`config.mk`:
```
export PLATFORM = sky130hd
export DESIGN_NAME = sram_arbiter
export DESIGN_NICKNAME = d
export VERILOG_FILES = /design/src/rtl/sram_arbiter.sv
export SDC_FILE = /design/constraint.sdc
export NUM_CORES = 1
export LEC_CHECK = 0
export BUFFER_PORTS_ARGS = -buffer_cell sky130_fd_sc_hd__buf_4
export CAP_MARGIN = 20
export CORE_ASPECT_RATIO = 1.1
export CORE_MARGIN = 2
export CORE_UTILIZATION = 38
export DETAILED_ROUTE_END_ITERATION = 6
export PLACE_DENSITY_LB_ADDON = 0.15
export SLEW_MARGIN = 20
export SYNTH_ARGS = -nofsm -noshare
export SYNTH_HDL_FRONTEND = slang
export SYNTH_SLANG_ARGS = --single-unit
```
`constraint.sdc`:
```
create_clock -name clk_vga -period 4 [get_ports clk_vga]
set_clock_uncertainty 0.2 [all_clocks]
set_input_delay 0.6 -clock clk_vga [delete_from_list [all_inputs] [get_ports clk_vga]]
set_output_delay 0.6 -clock clk_vga [all_outputs]
set_load 0.03 [all_outputs]
```
`src/rtl/sram_arbiter.sv`:
```
// Two-port arbiter for the shared 8-bit async SRAM: video reads take priority,
// a streak limiter guarantees the CPU a slot after VID_MAX_CONSEC video grants.
module sram_arbiter #(
  parameter int ACCESS_CYCLES  = 2,
  parameter int VID_MAX_CONSEC = 4
) (
  input  logic        clk_vga,
  input  logic        rst,
  input  logic        vid_req,
  input  logic [19:0] vid_addr,
  output logic        vid_ack,
  output logic [7:0]  vid_rdata,
  input  logic        cpu_req,
  input  logic        cpu_we,
  input  logic [19:0] cpu_addr,
  input  logic [7:0]  cpu_wdata,
  output logic        cpu_ack,
  output logic [7:0]  cpu_rdata,
  output logic [19:0] sram_addr,
  output logic [7:0]  sram_dout,
  output logic        sram_dout_en,
  input  logic [7:0]  sram_din,
  output logic        sram_we_n,
  output logic        busy
);

  localparam logic [3:0] CNT_LAST    = 4'(ACCESS_CYCLES - 1);
  localparam logic [3:0] CNT_WE_LAST = 4'(ACCESS_CYCLES - 2);
  localparam logic [3:0] STREAK_MAX  = 4'(VID_MAX_CONSEC);

  typedef enum logic [1:0] {
    ST_IDLE,
    ST_ACCESS,
    ST_DONE
  } state_t;

  state_t      state_q, state_d;
  logic [3:0]  cnt_q, cnt_d;
  logic [3:0]  streak_q, streak_d;
  logic        owner_cpu_q, owner_cpu_d;
  logic [19:0] addr_q, addr_d;
  logic        we_q, we_d;
  logic [7:0]  wdata_q, wdata_d;
  logic [7:0]  vid_rdata_q, vid_rdata_d;
  logic [7:0]  cpu_rdata_q, cpu_rdata_d;
  logic        grant_vid;
  logic        grant_cpu;

  // Arbitration: video wins a tie unless it has already used up its streak.
  always_comb begin
    grant_vid = 1'b0;
    grant_cpu = 1'b0;
    if (state_q == ST_IDLE) begin
      if (vid_req && (!cpu_req || (streak_q != STREAK_MAX))) begin
        grant_vid = 1'b1;
      end else if (cpu_req) begin
        grant_cpu = 1'b1;
      end
    end
  end

  always_comb begin
    state_d     = state_q;
    cnt_d       = cnt_q;
    streak_d    = streak_q;
    owner_cpu_d = owner_cpu_q;
    addr_d      = addr_q;
    we_d        = we_q;
    wdata_d     = wdata_q;
    vid_rdata_d = vid_rdata_q;
    cpu_rdata_d = cpu_rdata_q;

    case (state_q)
      ST_IDLE: begin
        if (grant_vid) begin
          owner_cpu_d = 1'b0;
          addr_d      = vid_addr;
          we_d        = 1'b0;
          state_d     = ST_ACCESS;
          cnt_d       = 4'd0;
          if (cpu_req) begin
            streak_d = (streak_q >= STREAK_MAX) ? STREAK_MAX : streak_q + 4'd1;
          end else begin
            streak_d = 4'd0;
          end
        end else if (grant_cpu) begin
          owner_cpu_d = 1'b1;
          addr_d      = cpu_addr;
          we_d        = cpu_we;
          wdata_d     = cpu_wdata;
          state_d     = ST_ACCESS;
          cnt_d       = 4'd0;
          streak_d    = 4'd0;
        end
      end

      ST_ACCESS: begin
        if (cnt_q == CNT_LAST) begin
          state_d = ST_DONE;
          cnt_d   = 4'd0;
          // Read data lands on the same edge that raises the owner's ack.
          if (!we_q) begin
            if (owner_cpu_q) begin
              cpu_rdata_d = sram_din;
            end else begin
              vid_rdata_d = sram_din;
            end
          end
        end else begin
          cnt_d = cnt_q + 4'd1;
        end
      end

      ST_DONE: begin
        state_d = ST_IDLE;
      end

      default: begin
        state_d = ST_IDLE;
        cnt_d   = 4'd0;
      end
    endcase
  end

  always_ff @(posedge clk_vga) begin
    if (rst) begin
      state_q     <= ST_IDLE;
      cnt_q       <= 4'd0;
      streak_q    <= 4'd0;
      owner_cpu_q <= 1'b0;
      addr_q      <= 20'd0;
      we_q        <= 1'b0;
      wdata_q     <= 8'd0;
      vid_rdata_q <= 8'd0;
      cpu_rdata_q <= 8'd0;
    end else begin
      state_q     <= state_d;
      cnt_q       <= cnt_d;
      streak_q    <= streak_d;
      owner_cpu_q <= owner_cpu_d;
      addr_q      <= addr_d;
      we_q        <= we_d;
      wdata_q     <= wdata_d;
      vid_rdata_q <= vid_rdata_d;
      cpu_rdata_q <= cpu_rdata_d;
    end
  end

  // Outputs decode registered state only; the final ACCESS cycle of a write
  // keeps we_n high so address and data are held past the strobe.
  assign busy         = (state_q != ST_IDLE);
  assign sram_addr    = addr_q;
  assign sram_dout    = wdata_q;
  assign sram_dout_en = we_q && (state_q != ST_IDLE);
  assign sram_we_n    = !((state_q == ST_ACCESS) && we_q && (cnt_q <= CNT_WE_LAST));
  assign vid_ack      = (state_q == ST_DONE) && !owner_cpu_q;
  assign cpu_ack      = (state_q == ST_DONE) && owner_cpu_q;
  assign vid_rdata    = vid_rdata_q;
  assign cpu_rdata    = cpu_rdata_q;

endmodule
```
Word level (Yosys, flattened, before mapping). Index checks and enable logic that the tools add are counted.

Add/sub/neg operators: 2. $lt $le $gt $ge: 2. Equal/unequal tests: 6. Muxes and demuxes: 22. Bitwise gates (word level): 4. Reduce and logical (&&, ||, !) cells: 19.

Operators by type and width (number): $mux W20 (2); $mux W4 (6); $pmux W4 S3 (1); $mux W1 (9); $add A4 B1 Y4 const B (2); $reduce_and A4 Y1 (2); $logic_and A1 B1 Y1 (6); $mux W2 (3); $reduce_and A2 Y1 (3); $eq A4 B1 Y1 const B (1); $ge A4 B3 Y1 const B (1); $le A4 B1 Y1 const B (1); $ne A4 B3 Y1 const B (1); $not A1 Y1 (4); $pmux W2 S2 (1); $reduce_bool A2 Y1 (2); $logic_not A1 Y1 (3); $ne A3 B3 Y1 const B (1); $reduce_and A3 Y1 (1); $eq A2 B1 Y1 const B (1); $eq A2 B2 Y1 const B (1); $logic_not A2 Y1 (1); $ne A2 B2 Y1 const B (1); $logic_or A1 B1 Y1 (1).

Bits in registers: 56. Output and inout port bits: 49. Word-level logic and storage cells: 64.

Longest topological paths before layout. Gate-level depths: netlist of run 1.

Depth in word-level cells: 8. Depth in mapped cells: 7. Depth with buffers taken out: 6.

Worst setup path after synthesis of run 1. No wires, ideal clock.

Kind: register to output. From: reg cnt_q[1]. To: out sram_we_n. Data arrival time: 1.341 ns. Setup slack: 1.859 ns. Stages on the path, launching flop included: 3. Buffers on the path: 0. Cell sequence: dfxtp_1 > or3_1 > or4_1.

Longest elaborated chain between the ends: 3.

RTL lines: start: declaration (RTL line 38) `logic [3:0] cnt_q, cnt_d;`; start signal: assignment (RTL line 138) `cnt_q <= cnt_d;`; $le A4 B1 Y1 (RTL line 155) `assign sram_we_n = !((state_q == ST_ACCESS) && we_q && (cnt_q <= CNT_WE_LAST));`; $logic_and A1 B1 Y1 (RTL line 155); $logic_not A1 Y1 (RTL line 155); end: declaration (RTL line 23) `output logic sram_we_n,`.

No other way between the ends.

Worst setup path in the final report of run 1. Same ends and word-level chain as after synthesis.

==> summary.md, run 1 <==
| Metric | Value |
|---|---|
| Status | completed |
| Register area share after synthesis | 47.89% |
| Max Cap Viol | 0 |
| Crit path largest cell delay | 0.49 ns |
| Initial antenna violation count | 0 |
| Fin crit period | around 2.5 ns |
| Final Max Tran Viols | 0 |
| # hold bufs at CTS | 0 |
| Height of the die | between 80 and 90 um |
| WP data arrival | 1.74 ns |
| Area delta synth->final | 41.48% |
| # fillers | around 600 |
| Synth top area share | about 48% |
| Async SR Flop Fraction | 0% |
| Drt total wl | 5481 um |
| CP Cell Sequence | or3_1, or4_1, buf_4 |
| Leak | 1.495 nW |
| Post-synth top cells | dfxtp_1, nor2_1, mux2i_1 |
| Nets | 407 |
| Skew-Pair Late Insertion Delay | 0.30 ns |
| Clock slew at reported path FFs | 0.10 ns |
| Htree depth | 2 |
| PD cells | 364.5 mW/mm2 |
| Core Region | 0.006081 mm2 |
| Worst setup EP type | primary output |
| Initial core utilization | 38.50% |
| Remaining routing DRC violations | 0 |
| Vias in the first global route | around 1900 |
| Ys flop type | dfxtp_1 |
| R2R setup slack | 1.70 ns |
| First-pass GRT wire length | 8990 um |
| Die Span X | 78.84 um |
| CP Max Fanout | 7 |
| Worst R2R Start | cnt_q[0]$_SDFFE_PP0P_ |
| Top cells by area, synth | dfxtp_1, mux2i_1, nor2_1 |
| IO Pins | 110 |
| Post-Route Setup TNS | 0 ns |
| Cell with the most instances after synthesis | dfxtp_1 |
| Drt first pass iters | 4 |
| Vias per cell | 4.875 |
| Worst R2R End | cpu_rdata[4]$_SDFFE_PP0P_ |
| Total GRT Usage | 16.27% |
| Ant diodes | 0 |
| CTS tree | done |
| Mapped Area | 0.002341 mm2 |
| CTS max path bufs | 2 |
| Area leader, netlist | dfxtp_1 |
| FF+latch count, synth | 56 |
| Reg2Reg Depth | 4 |
| Synth unique cells | 30 |
| Post-synth EDFFs | 0 |
| Min-delay src | vid_rdata[4]$_SDFFE_PP0P_ |
| Global route overflow | 0 |
| GPL Wtd Cong | 0.7262 |
| Min-Delay Endpoint | vid_rdata[4]$_SDFFE_PP0P_ |
| CP required | approximately 3.2 ns |
| Fin. Hold Viols | 0 |
| Cell depth of the worst hold path | 2 |
| Worst VDD drop | 0.0002056 V |
| Design Power | 1.207 mW |
| Fmax | 393.3 MHz |
| Pin count of the biggest net entering global routing | 57 |
| Worst path slowest cell | or4_1 |
| Clk sink count | 56 |
| Slew @ Worst Pin | 0.7683 ns |
| Via count | between 2000 and 2500 |
| Synth Area per Inst | ~9.7 um2 |
| Startpoint types | flip-flop |
| TritonCTS Buffers | 5 |
| RSZ-0062 raised after global routing | no |
| Syn Nets | 305 |
| WL per Instance | 12.90 um |
| Final setup viols | 0 |
| Cts repair resizes | 0 |
| Worst min-delay path category | flip-flop to flip-flop |
| Number of I/O port buffers | 109 |
| Share of cells above drive strength 1 | 35.94% |
| Worst slew margin | between 40% and 50% |
| Final Cycle Share | a little under two thirds |
| Mapped Cells | 242 |
| FP Rows | 30 |
| Post-CTS setup buffers | 0 |
| Post-DRT Antenna Nets | 0 |
| Die area | 0.006805 mm2 |
| Post-DP HPWL | 3856 um |
| CTS Root Cell | clkbuf_8 |
| Kind of critical path | flip-flop to primary output |
| DRT iter0 DRCs | ~130 |
| Ys Warns | 0 |
## power by group
group	internal (mW)	switching (mW)
registers	0.590	0.0222
logic	0.125	0.151
clock network	0.140	0.178
## worst max-delay path: cells and delay by family, from the launching register on
kind	cells	cell delay, ns
DFF	1	0.37
and+or+nand+nor	2	0.89
buffers and inverters	1	0.19
## flip-flops by register name, indices dropped and copies added, names as in the netlist
signal	flops
streak_q	4
owner_cpu_q	1
we_q	1
sram_dout	8
sram_addr	20
vid_rdata	8
cnt_q	4
state_q	2
cpu_rdata	8
## cell families (layout without fill, tap and decap cells)
group           Yosys count  count (layout)  synth area share (%)
flops                    56              56                 47.89
fa+ha+maj                 2               2                 1.069
mux                      45              45                 19.24
compound gates           40              40                 11.65
buf+inv                  23             126                 4.115
simple gates             76              76                 16.03
## final cells by class
class                           instances  area (um2)  share of cell area, %
Multi-Input combinational cell        163        1130                  34.11
Inverter                                6       22.52                 0.6800
Clock inverter                          2       15.01                 0.4533
Tap cell                               80       100.1                  3.022
Clock buffer                            6       82.58                  2.493
Timing Repair Buffer                  112       840.8                  25.39
Sequential cell                        56        1121                  33.85
## metal layers
layer	track usage (%)	routed length (um)	up-vias
li1	-	-	1052
met5	0	0	-
met2	27.89	2721	52
met1	20.88	2438	963
met4	4.232	61	0
met3	3.542	260	5
## through the flow
step | cells | utilization (%) | setup slack (ns) | hold WS (ns) | cell area, um2
global route | 425 | 54.46 | 1.334 | 0.3152 | 3312
global placement | 417 | 52.86 | 1.720 | 0.2751 | 3214
CTS | 425 | 54.46 | 1.448 | 0.3088 | 3312
floorplan | 242 | - | 1.859 | 0.2547 | 2341
finish | 425 | 54.46 | 1.457 | 0.3043 | 3312
detailed placement | 417 | 52.86 | 1.703 | 0.2833 | 3214
## layout by cell type, fill, tap and decap left out, types with 4 or more instances in the layout
| cell | Yosys | layout |
|---|---|---|
| dfxtp_1 | 56 | 56 |
| a211oi_1 | 21 | 21 |
| mux2i_1 | 45 | 45 |
| buf_4 | 1 | 112 |
| nor2_1 | 54 | 54 |
| clkbuf_8 | 0 | 6 |
| o21ai_0 | 4 | 4 |
| a21oi_1 | 9 | 9 |
| inv_1 | 6 | 6 |
## worst max path at each step
stage / startpoint / end / slack (ns)
floorplan: cnt_q[1]$_SDFFE_PP0P_ / sram_we_n / 1.86
global placement: cnt_q[0]$_SDFFE_PP0P_ / cpu_rdata[4]$_SDFFE_PP0P_ / 1.72
detailed placement: cnt_q[0]$_SDFFE_PP0P_ / cpu_rdata[3]$_SDFFE_PP0P_ / 1.70
CTS: cnt_q[1]$_SDFFE_PP0P_ / sram_we_n / 1.45
global route: state_q[0]$_SDFFE_PP0P_ / sram_we_n / 1.33
finish: cnt_q[1]$_SDFFE_PP0P_ / sram_we_n / 1.46
(Power assumes the default switching activity.)
==> inputs of run 2 (changes only) <==
Settings changed: ABC_AREA from default to 1.
Clock period 4 ns to 2.6 ns, I/O delays scaled along.
==> summary.md, run 2 <==
| Metric | Value |
|---|---|
| Slew @ Worst Pin | 0.7097 ns |
| Worst min-delay path category | input pin to flip-flop |
| R2R setup slack | ~0.71 ns |
| CTS tree | done |
| Combinational share of power | between 20% and 30% |
| Share of cells above drive strength 1 | 26.40% |
| Crit-path most repeated cell | buf_4 |
| Status | completed |
| Global route overflow | 0 |
| Commonest cells after routing, fill and taps aside | buf_4, nand2_1, inv_1 |
| FF+latch count, synth | 56 |
| Clock slew at reported path FFs | 0.10 ns |
| Max Cap Viol | 0 |
| Ys Warns | 0 |
| Post-DRT Antenna Nets | 0 |
| Placed insts | approximately 600 |
| Finished Layout Cells | 604 |
| Final Max Tran Viols | 0 |
| Skew-Pair Late Insertion Delay | about 0.31 ns |
| Vias per cell | 4.758 |
| DRT iter0 DRCs | 100 |
| CP required | 2.01 ns |
| Worst VDD drop | 0.0003210 V |
| Register area share after synthesis | between 40% and 50% |
| Final Cycle Share | 78.11% |
| Die area | 0.007810 mm2 |
| Fin crit period | 2.031 ns |
| Worst slack, placed | between 0.7 and 0.8 ns |
| Crit path largest cell delay | 0.36 ns |
| Final setup margin | 0.5692 ns |
| Mapped Area | 0.002705 mm2 |
| Max reg flops | 20 |
| Worst path slowest cell | dfxtp_1 |
| Via count | 2874 |
| # hold bufs at CTS | 0 |
| Post-DP HPWL | 5137 um |
| Post-synth EDFFs | 0 |
| Syn Nets | between 400 and 500 |
| Top cells by area, synth | dfxtp_1, nand2_1, inv_1 |
| Register share of total power | approximately 48% |
| Final setup viols | 0 |
| PD cells | ~540 mW/mm2 |
| Internal | 1.342 mW |
| Post-Route Setup TNS | 0 ns |
| WP data arrival | 1.44 ns |
| Area delta synth->final | 36.12% |
| Worst slew margin | 52.63% |
| Htree depth | 2 |
| Drt total wl | 7025 um |
| Synth Area per Inst | 6.518 um2 |
| TritonCTS Buffers | 5 |
| Height of the die | 92.49 um |
| Mapped Cells | between 400 and 500 |
| WL per Instance | 11.63 um |
| FP Rows | 32 |
| Leak | 1.970 nW |
| Design Power | 1.982 mW |
| First-pass GRT wire length | about 12000 um |
| Number of I/O port buffers | ~110 |
| Area leader, netlist | dfxtp_1 |
| Drt first pass iters | 4 |
| Vias in the first global route | 2625 |
| Initial antenna violation count | 0 |
| Worst Path Buf+Inv | 2 |
| Pin count of the biggest net entering global routing | 26 |
| Fmax | approximately 500 MHz |
| RSZ-0062 raised after global routing | no |
| IO Pins | 110 |
| CTS max path bufs | 2 |
| Multi-input gate area | 0.001227 mm2 |
| Async SR Flop Fraction | 0% |
| Cts repair resizes | 0 |
| Initial core utilization | 38.83% |
| Cell with the most instances after synthesis | nand2_1 |
| Switching Fraction | 32.28% |
| CP Max Fanout | 16 |
| Remaining routing DRC violations | 0 |
| # fillers | 725 |
| Post-CTS setup buffers | 0 |
| GPL Wtd Cong | 0.8051 |
| Clk sink count | 56 |
| Synth unique cells | 21 |
| Startpoint types | flip-flop |
| Total GRT Usage | a little under a fifth |
| Most common cell after layout, fill and taps aside | buf_4 |
| Psw | 0.6396 mW |
| Synth top area share | roughly two fifths |
| Ys flop type | dfxtp_1 |
| Core Region | 0.006967 mm2 |
| CTS Root Cell | clkbuf_8 |
| CP Cell Sequence | nor2_4, buf_4, nor2_1, buf_4 |
| Post-synth top cells | nand2_1, inv_1, nor2_1 |
| Fin. Hold Viols | 0 |
| Register area | about 0.0011 mm2 |
| Part of the power in the clock network | 25.3% |
| Critical path's top delay family | buffers and inverters |
| Worst setup EP type | primary output |
| Ant diodes | 0 |
| Nets | 581 |
| Die Span X | 84.45 um |
| Kind of critical path | flip-flop to primary output |
==> run 2: cell count changes after synthesis, moves of 4 or more <==
cell	previous run	this run
buf_2	5	9
nand4_1	0	21
a21oi_1	9	17
o21ai_0	4	11
mux2i_1	45	0
nand3_1	2	35
nor2_1	54	64
inv_1	6	68
nor2_4	0	4
nand2_1	3	107
a211oi_1	21	0
==> run 2: kinds of logic (layout without fill, tap and decap cells) <==
group | count (synthesis) | count (layout) | synth area share [%]
and+or+nand+nor | 237 | 237 | 38.62
buffers and inverters | 90 | 194 | 13.18
DFF | 56 | 56 | 41.44
AOI/OAI and AO/OA | 30 | 30 | 5.828
adders and majority gates | 2 | 2 | 0.9249
==> run 2: power groups by stage <==
stage | Combinational (mW) | Sequential (mW) | Clock (mW)
after floorplan | 0.240 | 1.05 | 0
after global placement | 0.527 | 0.968 | 0
after detailed placement | 0.534 | 0.968 | 0
after CTS | 0.535 | 0.950 | 0.515
after global routing | 0.585 | 0.956 | 0.542
final | 0.531 | 0.949 | 0.502
==> run 2: area by class of cell <==
type / instances / area share [%]
inverters: 70 / 7.136
clock inverters: 1 / 0.2039
well taps: 85 / 2.888
flip-flops and latches: 56 / 30.45
clock buffers: 7 / 2.345
multi-input cells: 269 / 33.33
repair buffers: 116 / 23.65
==> run 2: through the flow <==
stage	hold WS, ns	util (%)	instance area (um2)
finish	0.1291	52.86	3682
global route	0.1418	52.86	3682
floorplan	0.2444	-	2705
CTS	0.1328	52.86	3682
global placement	0.2508	51.51	3588
detailed placement	0.2535	51.51	3588
==> run 2: final timing paths <==
check,startpoint,endpoint,cells past startpoint
setup / recovery,state_q[0]$_SDFFE_PP0P_,sram_dout_en,4
hold / removal,cpu_wdata[3],sram_dout[3]$_SDFFE_PP0P_,3
hold reg to reg,vid_rdata[5]$_SDFFE_PP0P_,vid_rdata[5]$_SDFFE_PP0P_,2
setup reg to reg,state_q[0]$_SDFFE_PP0P_,we_q$_SDFFE_PP0P_,5
==> run 2: layer usage <==
layer	vias up	wire (um)	GRT usage (%)
met1	1282	3090	22.16
met2	107	3266	30.62
met5	-	0	0
met4	0	95	6.217
met3	7	572	4.545
li1	1478	-	-
==> run 2: tightest hold or removal path, cell delays in order <==
cell,delay [ns]
buf_4,0.07
o21ai_0,0.07
nor2_1,0.08
==> inputs of run 3 (changes only) <==
Clock period 2.6 ns to 2.1 ns, I/O delays scaled along.
==> summary.md, run 3 (same netlist as run 2, synthesis figures left out) <==
| Metric | Value |
|---|---|
| Placement Cell Area | between 0.003 and 0.004 mm2 |
| Vias per cell | 4.593 |
| Ant diodes | 0 |
| Combinational share of power | 26.1% |
| Most common cell after layout, fill and taps aside | buf_4 |
| Worst min-delay path category | input pin to flip-flop |
| Drt first pass iters | 4 |
| Startpoint types | flip-flop |
| Psw | between 0.7 and 0.8 mW |
| First-pass GRT wire length | 11660 um |
| PD cells | 682.0 mW/mm2 |
| Worst setup EP type | primary output |
| Commonest cells after routing, fill and taps aside | buf_4, nand2_1, inv_1 |
| Vias in the first global route | roughly 2600 |
| Post-DRT Antenna Nets | 0 |
| CTS Root Cell | clkbuf_8 |
| Kind of critical path | flip-flop to primary output |
| Share of cells above drive strength 1 | 26.40% |
| RSZ-0062 raised after global routing | no |
| Global route overflow | 0 |
| Internal | 1.751 mW |
| Max Cap Viol | 0 |
| Number of I/O port buffers | between 100 and 150 |
| Leak | just under 2 nW |
| Post-DP HPWL | 5017 um |
| CTS max path bufs | 2 |
| Register share of total power | 46.5% |
| Fmax | 511.1 MHz |
| Slew @ Worst Pin | 0.5622 ns |
| Remaining routing DRC violations | 0 |
| CP required | 1.58 ns |
| # hold bufs at CTS | 0 |
| CP Cell Sequence | nor2_4, buf_4, nor2_1, buf_4 |
| Status | completed |
| Nets | ~580 |
| Max reg flops | 20 |
| Crit path largest cell delay | 0.38 ns |
| Final Cycle Share | 93.17% |
| Drt total wl | between 6000 and 7000 um |
| Part of the power in the clock network | 27.4% |
| IO Pins | 110 |
| Fin. Hold Viols | 0 |
| Height of the die | 92.49 um |
| Post-CTS setup buffers | 0 |
| Clk sink count | 56 |
| Post-Route Setup TNS | 0 ns |
| Area delta synth->final | 37.10% |
| Core Region | roughly 0.007 mm2 |
| WHS | 0.05661 ns |
| Skew-Pair Late Insertion Delay | around 0.3 ns |
| Worst slew margin | 62.38% |
| Fin crit period | 1.957 ns |
| CTS tree | done |
| Via count | 2774 |
| Final instance area | around 0.0037 mm2 |
| Die area | 0.007810 mm2 |
| GPL Wtd Cong | 0.8167 |
| Worst VDD drop | 0.0002912 V |
| Cts repair resizes | 0 |
| Switching Fraction | 30.78% |
| Final setup viols | 0 |
| Initial core utilization | 38.83% |
| Pin count of the biggest net entering global routing | 32 |
| Worst path slowest cell | dfxtp_1 |
| Clock slew at reported path FFs | 0.10 ns |
| Htree depth | 2 |
| FP Rows | 32 |
| WL per Instance | 11.51 um |
| CP Max Fanout | 16 |
| Die Span X | around 84 um |
| WP data arrival | roughly 1.4 ns |
| TritonCTS Buffers | 5 |
| DRT iter0 DRCs | 100 |
| Total GRT Usage | between 15 and 20% |
| Final Max Tran Viols | 0 |
| Initial antenna violation count | 0 |
| Crit-path most repeated cell | buf_4 |
==> run 3: changes by cell type in the layout (fill, tap and decap cells not counted) <==
cell        delta
buf_4          -1
clkbuf_8       -1
clkinvlp_4     -1
bufinv_16      +1
clkinv_2       +1
buf_12         +1
==> run 3: power by group through the flow <==
stage                     sequential, mW  clock, mW  combinational (mW)
after detailed placement            1.20          0               0.666
after CTS                           1.18      0.716               0.667
after floorplan                     1.30          0               0.297
after global routing                1.18      0.765               0.728
after global placement              1.20          0               0.660
final                               1.18      0.694               0.661
==> run 3: stage by stage <==
| step | power, mW | util [%] | worst slack, ns | cells |
|---|---|---|---|---|
| global route | 2.677 | 53.23 | 0.008688 | 604 |
| detailed placement | 1.863 | 51.69 | 0.2586 | 596 |
| floorplan | 1.600 | - | 0.4872 | 415 |
| CTS | 2.559 | 53.23 | 0.1206 | 604 |
| global placement | 1.858 | 51.69 | 0.3136 | 596 |
| finish | 2.529 | 53.23 | 0.1435 | 604 |
==> run 3: worst max-delay path: cells and delay by family, from the launching register on <==
kind,cells,cell delay [ns]
buffers and inverters,2,0.44
flip-flops,1,0.38
AND/OR/NAND/NOR,2,0.31
==> run 3: worst paths after layout <==
check	from	to	slack (ns)	cells past startpoint
worst max-delay path	state_q[1]$_SDFFE_PP0P_	sram_dout_en	0.14	4
worst min register to register	vid_rdata[3]$_SDFFE_PP0P_	vid_rdata[3]$_SDFFE_PP0P_	0.27	2
worst max register to register	streak_q[0]$_SDFFE_PP0P_	sram_addr[8]$_SDFFE_PP0P_	0.21	11
worst min-delay path	cpu_we	we_q$_SDFFE_PP0P_	0.06	3
==> run 3: area by class of cell <==
cell class / instances / area, um2
fill: 738 / 3258
tap: 85 / 106.4
timing repair buffer: 116 / 883.3
inverter: 70 / 262.8
clock buffer: 6 / 72.57
clock inverter: 2 / 35.03
multi-input combinational: 269 / 1227
sequential: 56 / 1121
==> run 3: routing by layer <==
metal,wire [um],global-route usage [%],vias up
met2,3279,30.75,86
li1,-,-,1478
met5,0,0,-
met4,45,5.291,0
met3,514,4.813,4
met1,3115,22.15,1206
